[config.mk]
export PLATFORM = sky130hd
export DESIGN_NAME = entry_rx
export DESIGN_NICKNAME = d
export VERILOG_FILES = /design/src/rtl/entry_pkg.sv /design/src/rtl/entry_rx_sync2.sv /design/src/rtl/entry_rx.sv
export SDC_FILE = /design/constraint.sdc
export NUM_CORES = 1
export LEC_CHECK = 0
export ABC_AREA = 1
export ABC_CLOCK_PERIOD_IN_PS = 1700
export CAP_MARGIN = 20
export CELL_PAD_IN_SITES_DETAIL_PLACEMENT = 2
export CELL_PAD_IN_SITES_GLOBAL_PLACEMENT = 2
export CORE_ASPECT_RATIO = 0.6
export CORE_MARGIN = 2
export CORE_UTILIZATION = 31
export CTS_CLUSTER_SIZE = 10
export DETAILED_ROUTE_END_ITERATION = 16
export GPL_TIMING_DRIVEN = 0
export PLACE_DENSITY_LB_ADDON = 0.08
export SYNTH_ARGS = -nofsm -noshare
export SYNTH_HDL_FRONTEND = slang
export SYNTH_SLANG_ARGS = --single-unit
export TNS_END_PERCENT = 5
[constraint.sdc]
create_clock -name clk -period 1.7 [get_ports clk]
set_input_delay 0.51 -clock clk [delete_from_list [all_inputs] [get_ports clk]]
set_output_delay 0.51 -clock clk [all_outputs]
set_load 0.02 [all_outputs]
[src/rtl/entry_pkg.sv]
// Shared definitions for the serial command receiver front end.
//   state_t : frame sequencer state encoding (2 bits)
//   TMR_W   : width of the bit-period tick counter
//   BCNT_W  : width of the data-bit counter (holds 0..16)
package entry_pkg;

  localparam int TMR_W  = 6;
  localparam int BCNT_W = 5;

  typedef enum logic [1:0] {
    IDLE  = 2'd0,
    START = 2'd1,
    DATA  = 2'd2,
    STOP  = 2'd3
  } state_t;

endpackage

[src/rtl/entry_rx_sync2.sv]
// Two-flop synchroniser for a single asynchronous input bit.
//   clk : destination clock, rising edge
//   rst : asynchronous active-high reset, loads RST_VAL into both flops
//   d   : asynchronous input
//   q   : synchronised output, two clk edges after d
module sync2 #(
  parameter logic RST_VAL = 1'b1
) (
  input  logic clk,
  input  logic rst,
  input  logic d,
  output logic q
);

  logic s1_r;
  logic s2_r;

  // Two-stage metastability filter.
  always_ff @(posedge clk or posedge rst) begin
    if (rst) begin
      s1_r <= RST_VAL;
      s2_r <= RST_VAL;
    end else begin
      s1_r <= d;
      s2_r <= s1_r;
    end
  end

  assign q = s2_r;

endmodule

[src/rtl/entry_rx.sv]
// Bit-timing front end of the serial command input. Synchronises the line,
// detects a start edge and sequences a start / DATA_BITS data / stop frame.
//   clk        : system clock, rising edge
//   rst        : asynchronous active-high reset
//   data_raw   : asynchronous serial line (idle 1, start bit 0)
//   data       : synchronised copy of data_raw
//   state      : 0 IDLE, 1 START, 2 DATA, 3 STOP
//   tmr        : bit-period tick counter (0..BIT_TICKS-1)
//   uart_clk   : bit-rate square wave, high for the first half of each bit
//   uart_clk_2 : one-cycle strobe at the middle of each bit
module entry_rx
  import entry_pkg::*;
#(
  parameter int BIT_TICKS = 10,
  parameter int DATA_BITS = 8
) (
  input  logic             clk,
  input  logic             rst,
  input  logic             data_raw,
  output logic             data,
  output logic [1:0]       state,
  output logic [TMR_W-1:0] tmr,
  output logic             uart_clk,
  output logic             uart_clk_2
);

  localparam logic [TMR_W-1:0]  TMR_ZERO  = {TMR_W{1'b0}};
  localparam logic [TMR_W-1:0]  TMR_ONE   = TMR_W'(1);
  localparam logic [TMR_W-1:0]  TMR_END   = TMR_W'(BIT_TICKS - 1);
  localparam logic [TMR_W-1:0]  TMR_MID   = TMR_W'(BIT_TICKS / 2 - 1);
  localparam logic [TMR_W-1:0]  TMR_HALF  = TMR_W'(BIT_TICKS / 2);
  localparam logic [BCNT_W-1:0] BCNT_ZERO = {BCNT_W{1'b0}};
  localparam logic [BCNT_W-1:0] BCNT_ONE  = BCNT_W'(1);
  localparam logic [BCNT_W-1:0] BCNT_LAST = BCNT_W'(DATA_BITS - 1);

  logic              data_s;
  logic              prev_r;
  logic              fall_s;
  logic              bit_end_s;
  logic              mid_s;
  state_t            state_r;
  state_t            state_nxt_s;
  logic [TMR_W-1:0]  tmr_r;
  logic [TMR_W-1:0]  tmr_nxt_s;
  logic [TMR_W-1:0]  tmr_inc_s;
  logic [BCNT_W-1:0] bcnt_r;
  logic [BCNT_W-1:0] bcnt_nxt_s;
  logic              uart_clk_r;
  logic              uart_clk_2_r;

  // Idle level is 1, so reset to 1 to avoid a spurious edge out of reset.
  sync2 #(.RST_VAL(1'b1)) u_sync (
    .clk (clk),
    .rst (rst),
    .d   (data_raw),
    .q   (data_s)
  );

  assign fall_s    = prev_r & ~data_s;
  assign bit_end_s = (tmr_r == TMR_END);
  assign mid_s     = (tmr_r == TMR_MID);
  assign tmr_inc_s = bit_end_s ? TMR_ZERO : (tmr_r + TMR_ONE);

  // Edge-detect history, FSM state, timer and bit counter.
  always_ff @(posedge clk or posedge rst) begin
    if (rst) begin
      prev_r  <= 1'b1;
      state_r <= IDLE;
      tmr_r   <= TMR_ZERO;
      bcnt_r  <= BCNT_ZERO;
    end else begin
      prev_r  <= data_s;
      state_r <= state_nxt_s;
      tmr_r   <= tmr_nxt_s;
      bcnt_r  <= bcnt_nxt_s;
    end
  end

  // Next-state, timer and bit-counter decode.
  always_comb begin
    state_nxt_s = state_r;
    tmr_nxt_s   = tmr_r;
    bcnt_nxt_s  = bcnt_r;
    case (state_r)
      IDLE: begin
        tmr_nxt_s = TMR_ZERO;
        if (fall_s) begin
          state_nxt_s = START;
        end else begin
          state_nxt_s = IDLE;
        end
      end
      START: begin
        // A line back high at mid start bit was noise, not a frame.
        if (mid_s && data_s) begin
          state_nxt_s = IDLE;
          tmr_nxt_s   = TMR_ZERO;
        end else if (bit_end_s) begin
          state_nxt_s = DATA;
          tmr_nxt_s   = TMR_ZERO;
          bcnt_nxt_s  = BCNT_ZERO;
        end else begin
          tmr_nxt_s   = tmr_inc_s;
        end
      end
      DATA: begin
        tmr_nxt_s = tmr_inc_s;
        if (bit_end_s) begin
          bcnt_nxt_s = bcnt_r + BCNT_ONE;
          if (bcnt_r == BCNT_LAST) begin
            state_nxt_s = STOP;
          end else begin
            state_nxt_s = DATA;
          end
        end else begin
          state_nxt_s = DATA;
        end
      end
      STOP: begin
        // Stop-bit level is not checked; falling edges here are ignored.
        if (bit_end_s) begin
          state_nxt_s = IDLE;
          tmr_nxt_s   = TMR_ZERO;
        end else begin
          tmr_nxt_s   = tmr_inc_s;
        end
      end
      default: begin
        state_nxt_s = IDLE;
        tmr_nxt_s   = TMR_ZERO;
        bcnt_nxt_s  = BCNT_ZERO;
      end
    endcase
  end

  // Strobes computed from next-state values so they align with state/tmr.
  always_ff @(posedge clk or posedge rst) begin
    if (rst) begin
      uart_clk_r   <= 1'b0;
      uart_clk_2_r <= 1'b0;
    end else begin
      uart_clk_r   <= (state_nxt_s != IDLE) && (tmr_nxt_s < TMR_HALF);
      uart_clk_2_r <= (state_nxt_s != IDLE) && (tmr_nxt_s == TMR_MID);
    end
  end

  assign data       = data_s;
  assign state      = state_r;
  assign tmr        = tmr_r;
  assign uart_clk   = uart_clk_r;
  assign uart_clk_2 = uart_clk_2_r;

endmodule

==> summary.md, run 1 <==
| Metric | Value |
|---|---|
| Die height | roughly 48 um |
| Power per cell area | between 600 and 700 mW/mm^2 |
| Critical path class | register to output port |
| Design Area, Final | 0.00127 sq mm |
| Residual DRC count | 0 |
| Die area | ~0.0036 sq mm |
| CTS H-Tree Depth | 1 |
| Drt total wl | ~2800 um |
| Share of cells above drive strength 1 | 0.273 |
| Synth Area in XOR/XNOR | 0.0179 |
| Compound-Gate Fraction of Synth Area | 0.0486 |
| Area grow syn2layout | 29.5% |
| Clk buf depth | 2 |
| CTS clk-pin slew, worst paths | roughly 70 ps |
| Most common cell in the synthesized netlist | nand2_1 |
| Status | finished, final reports clean |
| Max VDD drop | between 0.5 and 0.6 mV |
| Distinct cells, synth | 24 |
| Vias per cell | 4.73 |
| Util after Layout | 0.430 |
| Vias | approximately 860 |
| CP Data Arrival Time | 1140 ps |
| Antenna fix cells | 0 |
| Port bufs | 13 |
| Main synth FF type | dfrtp_1 |
| Asr flop ratio synth | 1.00 |
| MaxCap Viol Count | 0 |
| CTS buffer count | 3 |
| Leakage power | 0.000677 uW |
| Num ports | 14 |
| Synthesized area | 978 sq um |
| Worst slew pin tran | between 700 and 800 ps |
| F_max | ~610 MHz |
| CP endpoint kind | output port |
| Total power | approximately 880 uW |
| Yosys top cell area share | 0.384 |
| Final setup fails | 0 |
| Synthesized Nets | ~130 |
| Synth area leaders | dfrtp_1 38%, nand2_1 8.8%, dfstp_2 8.1% |
| Synth Area in Adders | 0.0512 |
| Tmin final | 1650 ps |
| Placed cell count | between 150 and 200 |
| Synthesized instance count | 120 |
| Chip Width | ~77 um |
| Layout Cells excl Fill | between 150 and 200 |
| Initial drt markers | 20 |
| Initial antenna violation count | 0 |
| Final Max Slew Viols | 0 |
| RD Place Congestion | approximately 0.8 |
| Root Buffer | clkbuf_8 |
| Detail-routed net length per standard cell | 15.3 um |
| Yosys top cell by area | dfrtp_1 |
| Synth Warn # | 0 |
| Post-DRT Antenna Nets | 0 |
| Ratio of final minimum period to clock period | 0.971 |
| Avg Inst Size Synth | roughly 8.2 sq um |
| Global route overflow | 0 |
| Fin. Hold Viols | 0 |
| Clk_lat worst skew | ~260 ps |
| Simple-Gate Fraction of Synth Area | 0.341 |
| Critical Path Source Type | register |
| Max-slew headroom | 0.524 |
| 1st-pass router iterations | 2 |
| Placed inst area | 0.00116 sq mm |
| Count of flip-flops with a built-in enable after synthesis | 0 |
| Post-synthesis register bit count | 18 |
| Dpl hpwl | a little over 2000 um |
| Core Footprint | between 0.002 and 0.003 sq mm |
| Post-synthesis mux area share | 0 |
| Vias in the first global route | slightly below 900 |
| Total Routing Usage GR | 0.171 |
| Worst hold path type | register to register |
| Main combinational cell family by area after synthesis | simple AND/OR/NAND/NOR gates |
| Sequential area share after synthesis | 0.464 |
| Worst-path maximum fanout | 4 |
| Commonest cells in the netlist | 23 x nand2_1, 17 x inv_1, 15 x dfrtp_1 |
| Clk sinks | 18 |
| NumNets Final | 147 |
| CTS tree | yes |
| Global-route wire length before repair | between 4000 and 5000 um |
| Initial Util | 0.332 |
| Rows | 15 |
| Clk_skew | between 2 and 3 ps |
| Pin count of the biggest net entering global routing | 19 |
| RSZ-0062 raised after global routing | true |
| Crit path required time | 1190 ps |
==> path summary, 6_finish.rpt <==
check / start / to / slack, ps / cells past startpoint
max: tmr[1]$_DFF_PP0_ / tmr[1] / 50 / 2
min: u_sync.s1_r$_DFF_PP1_ / u_sync.q$_DFF_PP1_ / 360 / 0
max reg2reg: tmr[1]$_DFF_PP0_ / bcnt_r[3]$_DFFE_PP0P_ / 80 / 8
min reg2reg: u_sync.s1_r$_DFF_PP1_ / u_sync.q$_DFF_PP1_ / 360 / 0
max in group asynchronous: rst / tmr[1]$_DFF_PP0_ / 540 / 2
min in group asynchronous: rst / bcnt_r[4]$_DFFE_PP0P_ / 670 / 2
==> worst max-delay path, cell delays in order, from the launching register on <==
cell	delay [ps]
dfrtp_2	410
buf_4	150
dlygate4sd2_1	320
==> repair_timing <==
action                                  in CTS  in global routing
gates resized for setup                     11                 21
buffers inserted                             0                  2
hold buffers                                 0                  0
endpoints found under the setup margin      12                  9
pin swaps                                    0                  4
==> power breakdown <==
group	internal (uW)	switching [uW]
logic	26.6	51.4
clock network	206	147
registers	441	9.83
total	673	208
==> state kept, by name, indices dropped and copies added, names as in the netlist <==
signal	cells
bcnt_r	5
prev_r	1
state	2
tmr	6
u_sync.q	1
u_sync.s1_r	1
uart_clk	1
uart_clk_2	1
==> final cells by class <==
class | count | area, sq um
inverter | 20 | 75.1
clock buffer | 4 | 55.1
tap | 42 | 52.6
fill | 344 | 1680
timing repair buffer | 15 | 124
multi-input combinational | 82 | 504
sequential | 18 | 457
==> metal layers <==
layer  share of wire  up-vias  global-route usage
li1                -      419                   -
met1            0.51      419               0.229
met2            0.44       15               0.280
met3           0.038        4              0.0509
met4          0.0062        0              0.0436
met5               0        -                   0
==> cell usage in the layout, fill, tap and decap left out, drive strengths merged, types with 2 or more instances in the layout <==
| master | instances |
|---|---|
| nand2 | 30 |
| inv | 20 |
| nor2 | 17 |
| dfrtp | 15 |
| nand3 | 12 |
| dlygate4sd2 | 9 |
| o21ai | 6 |
| clkbuf | 6 |
| ha | 4 |
| nor3 | 3 |
| dfstp | 3 |
| a21oi | 2 |
| clkdlybuf4s50 | 2 |
| buf | 2 |
==> logic make-up after synthesis <==
kind of cell               count (synthesis)
xor gates and xnor gates                   2
and+or+nand+nor                           67
AOI/OAI and AO/OA                          9
buffers and inverters                     20
adders and majority gates                  4
DFF                                       18
==> metrics by stage <==
step,setup WS (ps),setup TNS [ps],hold WS (ps)
after detailed placement,30.8,0,350
after CTS,0.605,0,364
after floorplan,185,0,345
after global routing,-95.8,-167,368
final,49.0,0,362
after global placement,29.3,0,348
Power figures use the tool's default switching activity.
==> inputs of run 2 (changes only) <==
--- a/config.mk
+++ b/config.mk
@@ -5,14 +5,14 @@
 export SDC_FILE = /design/constraint.sdc
 export NUM_CORES = 1
 export LEC_CHECK = 0
-export ABC_AREA = 1
 export ABC_CLOCK_PERIOD_IN_PS = 1700
 export CAP_MARGIN = 20
 export CELL_PAD_IN_SITES_DETAIL_PLACEMENT = 2
 export CELL_PAD_IN_SITES_GLOBAL_PLACEMENT = 2
 export CORE_ASPECT_RATIO = 0.6
 export CORE_MARGIN = 2
-export CORE_UTILIZATION = 31
+export CORE_UTILIZATION = 35
+export CTS_BUF_LIST = sky130_fd_sc_hd__clkbuf_4
 export CTS_CLUSTER_SIZE = 10
 export DETAILED_ROUTE_END_ITERATION = 16
 export GPL_TIMING_DRIVEN = 0
==> summary.md, run 2 <==
| Metric | Value |
|---|---|
| Avg Inst Size Synth | between 9 and 10 sq um |
| Count of flip-flops with a built-in enable after synthesis | 0 |
| Detail-routed net length per standard cell | 18.0 um |
| Placed inst area | roughly 0.0011 sq mm |
| Num ports | 14 |
| Worst-path maximum fanout | 8 |
| Min-Delay Path Depth | 0 |
| Ratio of final minimum period to clock period | 0.961 |
| Worst slew pin tran | 710 ps |
| Sequential area share after synthesis | 0.475 |
| Distinct cells, synth | 32 |
| Yosys top cell by area | dfrtp_1 |
| Synth Warn # | 0 |
| NumNets Final | about 120 |
| Rows | 14 |
| CTS buffer count | 3 |
| Commonest cells in the netlist | 15 x dfrtp_1, 11 x nor2_1, 7 x nand2_1 |
| F_max | 612 MHz |
| Total Routing Usage GR | 0.200 |
| Synth Area in Adders | 0.0524 |
| Clk sinks | 18 |
| Power per cell area | around 1400 mW/mm^2 |
| Min-delay src | u_sync.s1_r$_DFF_PP1_ |
| Post-synthesis register bit count | 18 |
| Final setup fails | 0 |
| 1st-pass router iterations | 4 |
| CTS clk-pin slew, worst paths | 110 ps |
| Delay-heaviest family, CP | flip-flops |
| Most common cell after layout, fill and taps aside | nor2_1 |
| Most common cell in the synthesized netlist | dfrtp_1 |
| RD Place Congestion | around 0.78 |
| Vias | between 800 and 900 |
| Post-DRT Antenna Nets | 0 |
| Pin count of the biggest net entering global routing | 19 |
| Drt total wl | approximately 2600 um |
| Residual DRC count | 0 |
| Port bufs | 13 |
| Largest register FFs | 6 |
| Clk buf depth | 2 |
| Clk_skew | a little under 0.9 ps |
| Vias per cell | ~5.5 |
| Main synth FF type | dfrtp_1 |
| Share of cells above drive strength 1 | 0.183 |
| Critical path depth in cells | 1 |
| Root Buffer | clkbuf_4 |
| Worst path bufs/invs | 1 |
| CTS H-Tree Depth | 1 |
| Antenna fix cells | 0 |
| Post-synthesis mux area share | 0.0105 |
| Final Max Slew Viols | 0 |
| Vias in the first global route | roughly 840 |
| Worst r2r src | tmr[0]$_DFF_PP0_ |
| Total power | about 1700 uW |
| Critical path class | register to output port |
| Synthesized instance count | between 90 and 100 |
| Slowest stage cell on the critical path | dfrtp_2 |
| Fin. Hold Viols | 0 |
| Max stage delay on crit path | 480 ps |
| Die height | about 44 um |
| Clk_lat worst skew | 300 ps |
| CP endpoint kind | output port |
| CTS tree | yes |
| Simple-Gate Fraction of Synth Area | 0.202 |
| CP cell instances | dlygate4sd2_1 |
| Chip Width | slightly above 70 um |
| Synthesized area | approximately 960 sq um |
| Fin Setup TNS | 0 ps |
| Global route overflow | 0 |
| Area grow syn2layout | 21.6% |
| Die area | around 0.0032 sq mm |
| Design Area, Final | ~0.0012 sq mm |
| Crit path required time | approximately 1200 ps |
| Leakage power | 0.000515 uW |
| Synthesized Nets | roughly 100 |
| Initial antenna violation count | 0 |
| Placed cell count | 141 |
| Asr flop ratio synth | 1.00 |
| Global-route wire length before repair | about 4600 um |
| Tmin final | around 1600 ps |
| Initial drt markers | 57 |
| Initial Util | 0.374 |
| Synth Area in XOR/XNOR | 0.0458 |
| Compound-Gate Fraction of Synth Area | 0.173 |
| CP Data Arrival Time | around 1100 ps |
| Crit path launch | tmr[3]$_DFF_PP0_ |
| Worst hold path type | register to register |
| Status | finished, final reports clean |
| Max-slew headroom | 0.526 |
| Most frequent cells in the layout | 11 x nor2_1, 10 x dfrtp_1, 8 x dlygate4sd2_1, 7 x nand2_1 |
| Synth area leaders | dfrtp_1 39%, dfstp_2 8.2%, ha_1 5.2% |
| Critical Path Source Type | register |
| Main combinational cell family by area after synthesis | simple AND/OR/NAND/NOR gates |
| MaxCap Viol Count | 0 |
| Yosys top cell area share | 0.393 |
| Max VDD drop | around 0.63 mV |
| Layout Cells excl Fill | about 150 |
| Core Footprint | 0.00256 sq mm |
| Dpl hpwl | 1820 um |
| Worst r2r path cells | 5 |
-- run 2: cell types whose count changed after synthesis, moves of 4 or more --
cell,change
inv_1,-13
a22oi_1,+4
nand3_1,-6
nand2_2,-7
o2bb2ai_1,+5
nand2_1,-16
-- run 2: routing by layer --
layer  track usage  up-vias  share of wire
met4        0.0566        0          0.010
li1              -      380              -
met5             0        -              0
met1         0.287      417           0.52
met2         0.291       11           0.43
met3        0.0615        5          0.031
-- run 2: layout make-up --
type / instances / area, sq um
clock inverter: 1 / 3.75
inverter: 5 / 22.5
tap: 32 / 40.0
fill: 284 / 1400
clock buffer: 3 / 22.5
buffer: 3 / 21.3
multi-input combinational: 70 / 462
timing repair buffer: 15 / 130
sequential: 18 / 460
-- run 2: power by group --
| group | switching [uW] | internal, uW |
|---|---|---|
| sequential | 107 | 526 |
| clock | 147 | 85.8 |
| combinational | 499 | 302 |
| total | 753 | 915 |
-- run 2: path summary, 6_finish.rpt --
| path | end | slack (ps) |
|---|---|---|
| hold / removal | u_sync.q$_DFF_PP1_ | 360 |
| min in group asynchronous | tmr[1]$_DFF_PP0_ | 610 |
| setup reg to reg | uart_clk$_DFF_PP0_ | 80 |
| max in group asynchronous | tmr[4]$_DFF_PP0_ | 610 |
| setup / recovery | tmr[3] | 70 |
| hold reg to reg | u_sync.q$_DFF_PP1_ | 360 |
-- run 2: logic make-up (layout without fill, tap and decap cells) --
kind of cell | count (synthesis) | count (layout)
AO/OA/AOI/OAI | 23 | 23
flip-flops | 18 | 18
XOR/XNOR | 5 | 5
buffers and inverters | 8 | 27
multiplexers | 1 | 1
AND/OR/NAND/NOR | 37 | 37
adder cells (fa/ha/maj) | 4 | 4
-- run 2: timing repair --
action,4_1_cts,5_1_grt
buffers inserted,0,2
hold buffers,0,0
endpoints found under the hold margin,0,0
endpoints found under the setup margin,11,15
pin swaps,0,1
resized for setup,16,7
-- run 2: per-stage QoR --
step	utilization	hold slack [ps]	worst slack, ps
after floorplan	-	345	136
final	0.455	363	65.6
after detailed placement	0.440	348	28.5
after global routing	0.455	371	-10.1
after CTS	0.448	364	22.6
after global placement	0.440	347	45.5
==> inputs of run 3 (changes only) <==
--- a/config.mk
+++ b/config.mk
@@ -15,6 +15,7 @@
 export CTS_BUF_LIST = sky130_fd_sc_hd__clkbuf_4
 export CTS_CLUSTER_SIZE = 10
 export DETAILED_ROUTE_END_ITERATION = 16
+export DONT_BUFFER_PORTS = 1
 export GPL_TIMING_DRIVEN = 0
 export PLACE_DENSITY_LB_ADDON = 0.08
 export SYNTH_ARGS = -nofsm -noshare
==> summary.md, run 3 (synthesis gave the netlist of run 2 again) <==
| Metric | Value |
|---|---|
| NumNets Final | between 100 and 150 |
| Clk_skew | 11.8 ps |
| RD Place Congestion | approximately 0.74 |
| Reg-to-reg setup timing slack | ~61 ps |
| Die area | between 0.003 and 0.004 sq mm |
| Initial Util | 0.374 |
| Critical path class | register to register |
| Share of cells above drive strength 1 | 0.210 |
| Final setup fails | 0 |
| GR peak layer | met2 |
| Global route overflow | 0 |
| GR Util met2 | 0.265 |
| Status | finished, final reports clean |
| Post-DRT Antenna Nets | 0 |
| Critical Path Source Type | register |
| Largest register FFs | 6 |
| Residual DRC count | 0 |
| Detail-routed net length per standard cell | ~19 um |
| Initial antenna violation count | 0 |
| Vias per cell | between 5 and 6 |
| Clk_lat worst skew | 310 ps |
| Clk sinks | 18 |
| CTS H-Tree Depth | 1 |
| Cts hold-fix bufs | 0 |
| Met1 GRT Util | 0.252 |
| CTS buffer count | 3 |
| Dpl hpwl | 1830 um |
| Vias in the first global route | roughly 790 |
| Crit path required time | ~1900 ps |
| Most common cell after layout, fill and taps aside | nor2_1 |
| Worst-path maximum fanout | 10 |
| Max-slew headroom | 0.537 |
| Drt total wl | ~2500 um |
| CTS tree | yes |
| Core Footprint | approximately 0.0026 sq mm |
| CP Data Arrival Time | 1840 ps |
| Setup slack after layout | 61.2 ps |
| Final Max Slew Viols | 0 |
| 1st-pass router iterations | 2 |
| Power per cell area | ~1500 mW/mm^2 |
| CP endpoint kind | register |
| Tmin final | between 1500 and 2000 ps |
| Postcts setup bufs | 0 |
| Most frequent cells in the layout | 11 x nor2_1, 10 x dfrtp_1, 7 x nand2_1 |
| Root Buffer | clkbuf_4 |
| Placed inst area | 996 sq um |
| Port bufs | 0 |
| Area grow syn2layout | 8.64% |
| Antenna fix cells | 0 |
| Vias | between 700 and 800 |
| Leakage power | approximately 0.00042 uW |
| Num ports | 14 |
| Worst r2r path cells | 4 |
| Met3 Usage GRT | 0.0524 |
| Rows | 14 |
| Clk buf depth | 2 |
| Initial drt markers | 19 |
| Max VDD drop | 0.711 mV |
| Pin count of the biggest net entering global routing | 19 |
| Fin. Hold Viols | 0 |
| Chip Width | approximately 70 um |
| Ratio of final minimum period to clock period | 0.964 |
| Design Area, Final | just over 0.001 sq mm |
| F_max | around 610 MHz |
| Worst slew pin tran | 693 ps |
| CTS clk-pin slew, worst paths | approximately 110 ps |
| Filler Cell Count | ~280 |
| Total Routing Usage GR | 0.175 |
| Worst hold path type | input pin to async pin |
| Global-route wire length before repair | approximately 4200 um |
| MaxCap Viol Count | 0 |
| Pre-CTS setup slack | -20.4 ps |
| Die height | 44.5 um |
==> run 3: per-stage QoR <==
stage | hold slack [ps] | setup TNS, ps | util | total power (uW) | instances
finish | 185 | 0 | 0.406 | 1550 | 132
global route | 177 | -19.5 | 0.406 | 1660 | 132
floorplan | 345 | 0 | - | 1130 | 96
global placement | 347 | 0 | 0.389 | 1270 | 128
CTS | 193 | 0 | 0.401 | 1530 | 132
detailed placement | 351 | -38.3 | 0.389 | 1300 | 128
==> run 3: per-layer routing <==
layer,routed length (um),vias up
met3,89,5
li1,-,348
met1,1290,405
met5,0,-
met2,1070,12
met4,18,0
==> run 3: what timing repair did <==
action / CTS / global route
setup endpoints to repair: 3 / 8
pin swaps: 0 / 2
gates resized for setup: 2 / 7
==> run 3: report_power, final <==
group	switching [uW]	total, uW	internal [uW]
clock	141	227	85.8
combinational	359	576	217
sequential	220	745	524
==> run 3: critical path, cell delays in order, from the launching register on <==
cell        delay (ps)
dfrtp_1            470
buf_2              290
clkinvlp_4         260
a21o_2             320
o22a_1             190
==> run 3: worst paths after layout <==
check                                            from                     to
max in group asynchronous                         rst       tmr[0]$_DFF_PP0_
min in group clk                             data_raw  u_sync.s1_r$_DFF_PP1_
worst min-delay path                              rst     state[0]$_DFF_PP0_
worst max-delay path               state[1]$_DFF_PP0_     uart_clk$_DFF_PP0_
worst min register to register  u_sync.s1_r$_DFF_PP1_     u_sync.q$_DFF_PP1_
worst max register to register     state[1]$_DFF_PP0_     uart_clk$_DFF_PP0_
==> run 3: area by class of cell <==
class | instances | area, sq um | share of cell area
clock inverters | 1 | 3.75 | 0.00361
plain buffers | 3 | 21.3 | 0.0205
well taps | 32 | 40.0 | 0.0386
clock buffers | 3 | 22.5 | 0.0217
inverters | 5 | 22.5 | 0.0217
multi-input cells | 70 | 468 | 0.451
flip-flops and latches | 18 | 460 | 0.443
==> patch 1 (config.mk and constraints of run 1) <==
Change the package constant `TMR_W` from 6 to 12.
--- a/src/rtl/entry_pkg.sv
+++ b/src/rtl/entry_pkg.sv
@@ -4,7 +4,7 @@
 //   BCNT_W  : width of the data-bit counter (holds 0..16)
 package entry_pkg;
 
-  localparam int TMR_W  = 6;
+  localparam int TMR_W  = 12;
   localparam int BCNT_W = 5;
 
   typedef enum logic [1:0] {
Interface: changed (resized tmr); port bits go from 14 to 20. The function was not compared with the original's and may differ.
==> patch 1 against run 1 <==
The flow now finishes with violations (negative setup slack); routed wire length grew 55%; cell area grew 48%; highest routed layer unchanged; clock power grew 13%; largest power group is now combinational logic; sequential cell count grew 6; total power grew to 3.0 times the old value; count of clock-buffer cells in the layout is the same; fmax shrank 5.3%; synthesized cell count grew 50%; area after synthesis grew 40%; setup slack lost 0.093 ns; sequential power grew 100%; die area grew 37%.
==> patch 1: results (changes against run 1) <==
| Metric | Value |
|---|---|
| Outcome | finished, violations left |
| Failing checks | negative setup slack |
| Clk_skew | 0.002733 ns (-0.0001955 ns) |
| Psw | 1.242 mW (+500%) |
| First-pass GRT wire length | 6444 µm (+44%) |
| Synth top cells by count | nand2_1 (41), inv_1 (39), dfrtp_1 (21), nor2_1 (20), nand3_1 (15) |
| Initial DRC count | 65 (+230%) |
| Compound-gate portion of the synthesized area | 3.663% (-1.2 points) |
| Max stage delay on crit path | 0.45 ns (+0.04 ns) |
| Setup-failing EPs final | 1 (+1) |
| CP Launch Point | tmr[0] |
| Port bufs | 19 (+6) |
| Sequential cell area fraction in the yosys report | 44.23% (-2.2 points) |
| DR vias | 1253 (+46%) |
| Delay-heaviest family, CP | simple AND/OR/NAND/NOR gates |
| R2R depth | 12 (+4) |
| Yosys cell types | 23 (-4.2%) |
| 1st-pass router iterations | 4 (+2) |
| Layout cells sized above 1 | 31.90% (+4.6 points) |
| Largest cells by area after synthesis | dfrtp_1 (38%), nand2_1 (11%), inv_1 (11%), dfstp_2 (5.8%), nand3_1 (5.5%) |
| Synth Area in XOR/XNOR | 2.564% (+0.77 points) |
| Synth Net Count | 187 (+47%) |
| Layout net count | 218 (+48%) |
| Fill count | 482 (+40%) |
| CTS resizes | 22 (+11) |
| Static Leakage | 1.034 nW (+53%) |
| Worst Setup Slack, final | -0.04355 ns (-0.09257 ns) |
| Setup TNS | -0.04355 ns (-0.04355 ns) |
-- patch 1: metal layers --
metal	global-route usage (%)	vias to the layer above	share of wire, %
met5	0	-	0
met4	3.956	0	0.49
met3	3.820	4	3.4
met2	24.35	24	46
met1	24.62	616	50
li1	-	609	-
-- patch 1: cell type report --
cell class	count	area [µm²]	area share (%)
multi-input combinational	116	767.0	40.95
sequential	24	610.6	32.60
timing repair buffer	26	215.2	11.49
inverter	40	150.1	8.016
tap	60	75.07	4.008
clock buffer	4	55.05	2.939
-- patch 1: path summary, 6_finish.rpt --
path                            end  slack (ns)
max                        uart_clk       -0.04
min                        u_sync.q        0.36
max reg2reg                uart_clk       -0.04
min reg2reg                u_sync.q        0.36
max in group asynchronous    tmr[4]        0.28
min in group asynchronous    tmr[1]        0.76
-- patch 1: per-stage QoR --
stage               util, %  hold WS (ns)  setup slack [ns]  cells  instance area (µm²)
detailed placement    39.16        0.3513           -0.1736    259                 1632
CTS                   40.30        0.3647           -0.1118    263                 1679
finish                44.96        0.3618          -0.04355    270                 1873
floorplan                 -        0.3452           0.09533    180                 1366
global route          44.96        0.3669           -0.1540    270                 1873
global placement      39.16        0.3458          -0.08785    259                 1632
-- patch 1: kinds of logic after synthesis --
kind of cell / count (synthesis)
AOI/OAI and AO/OA: 9
and+or+nand+nor: 99
DFF: 24
buffers and inverters: 40
adders and majority gates: 4
xor gates and xnor gates: 4
-- patch 1: power groups by stage --
stage               Combinational (mW)  Clock, mW  Sequential (mW)
floorplan                        0.568          0            0.967
global placement                  1.04          0            0.870
detailed placement                1.08          0            0.880
CTS                               1.04      0.413            0.870
global route                      1.50      0.440            0.925
finish                            1.37      0.400            0.900
==> patch 2 (settings of run 1) <==
Without the edit above. Put a register stage on the output `data`, with the module's reset. The value now appears one clock later. The other outputs are not delayed to match.
--- a/src/rtl/entry_rx.sv
+++ b/src/rtl/entry_rx.sv
@@ -144,7 +144,13 @@
     end
   end
 
-  assign data       = data_s;
+  always_ff @(posedge clk or posedge rst) begin
+    if (rst) begin
+      data <= '0;
+    end else begin
+      data <= data_s;
+    end
+  end
   assign state      = state_r;
   assign tmr        = tmr_r;
   assign uart_clk   = uart_clk_r;
Check against the original RTL: not equivalent (Yosys sat finds a counterexample within 4 cycles, from zero or initial values and one cycle with rst high).
==> patch 2 against run 1 <==
First-iteration DRC count up 10%; routed wire length down 13%; synthesized cell count down 10%; area after synthesis down 2.8%; non-clock buffer count down 1; sequential cell count up 1; critical path depth unchanged; cell area down 5.4%; setup slack about the same; sequential share of layout area up 4.1 points; global-route usage down 0.95 points.
Power is not compared: it rests on default switching activity, and its combinational part moved more than twofold at a synthesized area within 25%.
==> patch 2: results (changes against run 1) <==
| Metric | Value |
|---|---|
| Sequential cell area fraction in the yosys report | 50.39% (+4.0 points) |
| Via density per instance | 4.643 (-1.9%) |
| R2r setup slk | 0.12 ns (+0.04 ns) |
| Placement Cell Area | 1134 µm² (-2.4%) |
| Largest cells by area after synthesis | dfrtp_1 (42%), dfstp_2 (8.3%), nand2_1 (7.1%), nor2_1 (7.1%), inv_1 (5.5%) |
| 1st-pass router iterations | 4 (+2) |
| Pin count of the biggest net entering global routing | 20 (+1) |
| Synth Net Count | 115 (-9.4%) |
| First-pass GRT wire length | 3960 µm (-12%) |
| Clk_skew | 0.0009107 ns (-0.002018 ns) |
| Layout cells sized above 1 | 19.84% (-7.5 points) |
| Worst slew margin | 51.20% (-1.2 points) |
| R2R depth | 9 (+1) |
| Vias in the first global route | 791 (-12%) |
| Final slew viol count | 0 (unchanged) |
| Worst R2R End | uart_clk |
| Port bufs | 13 (unchanged) |
| Wire per inst | 14.35 µm (-6.0%) |
| Worst-path maximum fanout | 6 (+2) |
| Outcome | completed |
| Yosys cell types | 23 (-4.2%) |
| GRT Util Overall | 16.10% (-0.95 points) |
| Post-DP HPWL | 1876 µm (-7.3%) |
| Initial DRC count | 22 (+10%) |
| Synth top cells by count | nand2_1 (18), nor2_1 (18), dfrtp_1 (16), inv_1 (14), nand3_1 (10) |
| GPL Wtd Cong | 0.7076 (-9.0%) |
| Layout net count | 134 (-8.8%) |
| RR Startpoint | tmr[0] |
==> patch 2: changes by cell type after synthesis, moves of 2 or more <==
cell,before,now
nand2_1,23,18
nor2_1,13,18
o21ai_0,5,0
nand2_2,7,3
inv_1,17,14
xor2_1,1,3
==> patch 2: stage by stage <==
step	cells	setup WS, ns	utilization (%)	hold slack (ns)
after CTS	167	0.03120	40.43	0.3655
after global placement	163	0.05917	39.22	0.3491
after global routing	168	-0.01051	41.47	0.3729
after detailed placement	163	0.05384	39.22	0.3499
after floorplan	108	0.2126	-	0.3452
final	168	0.04924	41.47	0.3628
==> patch 2: final cells by class <==
| cell class | instances | area, µm² |
|---|---|---|
| inverter | 16 | 60.06 |
| clock buffer | 3 | 41.29 |
| tap | 42 | 52.55 |
| fill | 332 | 1692 |
| sequential | 19 | 480.5 |
| multi-input combinational | 73 | 431.7 |
| clock inverter | 1 | 7.507 |
| timing repair buffer | 14 | 125.1 |
==> patch 2: what timing repair did <==
action,CTS,global route
pin swaps,0,0
buffers inserted,0,1
hold buffers,0,0
gates resized for setup,11,8
endpoints found under the setup margin,11,7
==> patch 2: worst max-delay path by stage <==
stage	start	to	slack [ns]	cells past startpoint
floorplan	tmr[1]	uart_clk	0.21	10
global placement	tmr[3]	tmr[3]	0.06	1
detailed placement	tmr[3]	tmr[3]	0.05	1
CTS	tmr[0]	uart_clk	0.03	11
global route	tmr[0]	uart_clk	-0.01	11
finish	tmr[0]	tmr[0]	0.05	2
==> patch 2: power breakdown <==
part	leakage (nW)	switching, mW	internal [mW]	total [mW]
Clock	0.0217	0.160	0.165	0.325
Sequential	0.232	0.169	0.588	0.757
Combinational	0.330	0.651	0.358	1.01
Total	0.584	0.979	1.11	2.09
==> patch 2: kinds of logic after synthesis <==
logic type                 Yosys count  share of synthesized area, %
buffers and inverters               16                         6.316
adders and majority gates            4                         5.263
xor gates and xnor gates             3                         2.764
DFF                                 19                         50.39
and+or+nand+nor                     60                         30.79
AOI/OAI and AO/OA                    6                         4.474
==> patch 2: metal layers <==
metal / GRT usage (%) / vias up / wire length, µm
met2: 23.83 / 16 / 1087
met4: 3.158 / 0 / 8
met1: 23.72 / 385 / 1191
li1: - / 377 / -
met3: 4.506 / 2 / 124
met5: 0 / - / 0
==> patch 2: critical path, stage by stage, from the launching register on <==
cell and delay, ns:
dfrtp_2 0.46, buf_4 0.15, clkdlybuf4s15_1 0.27
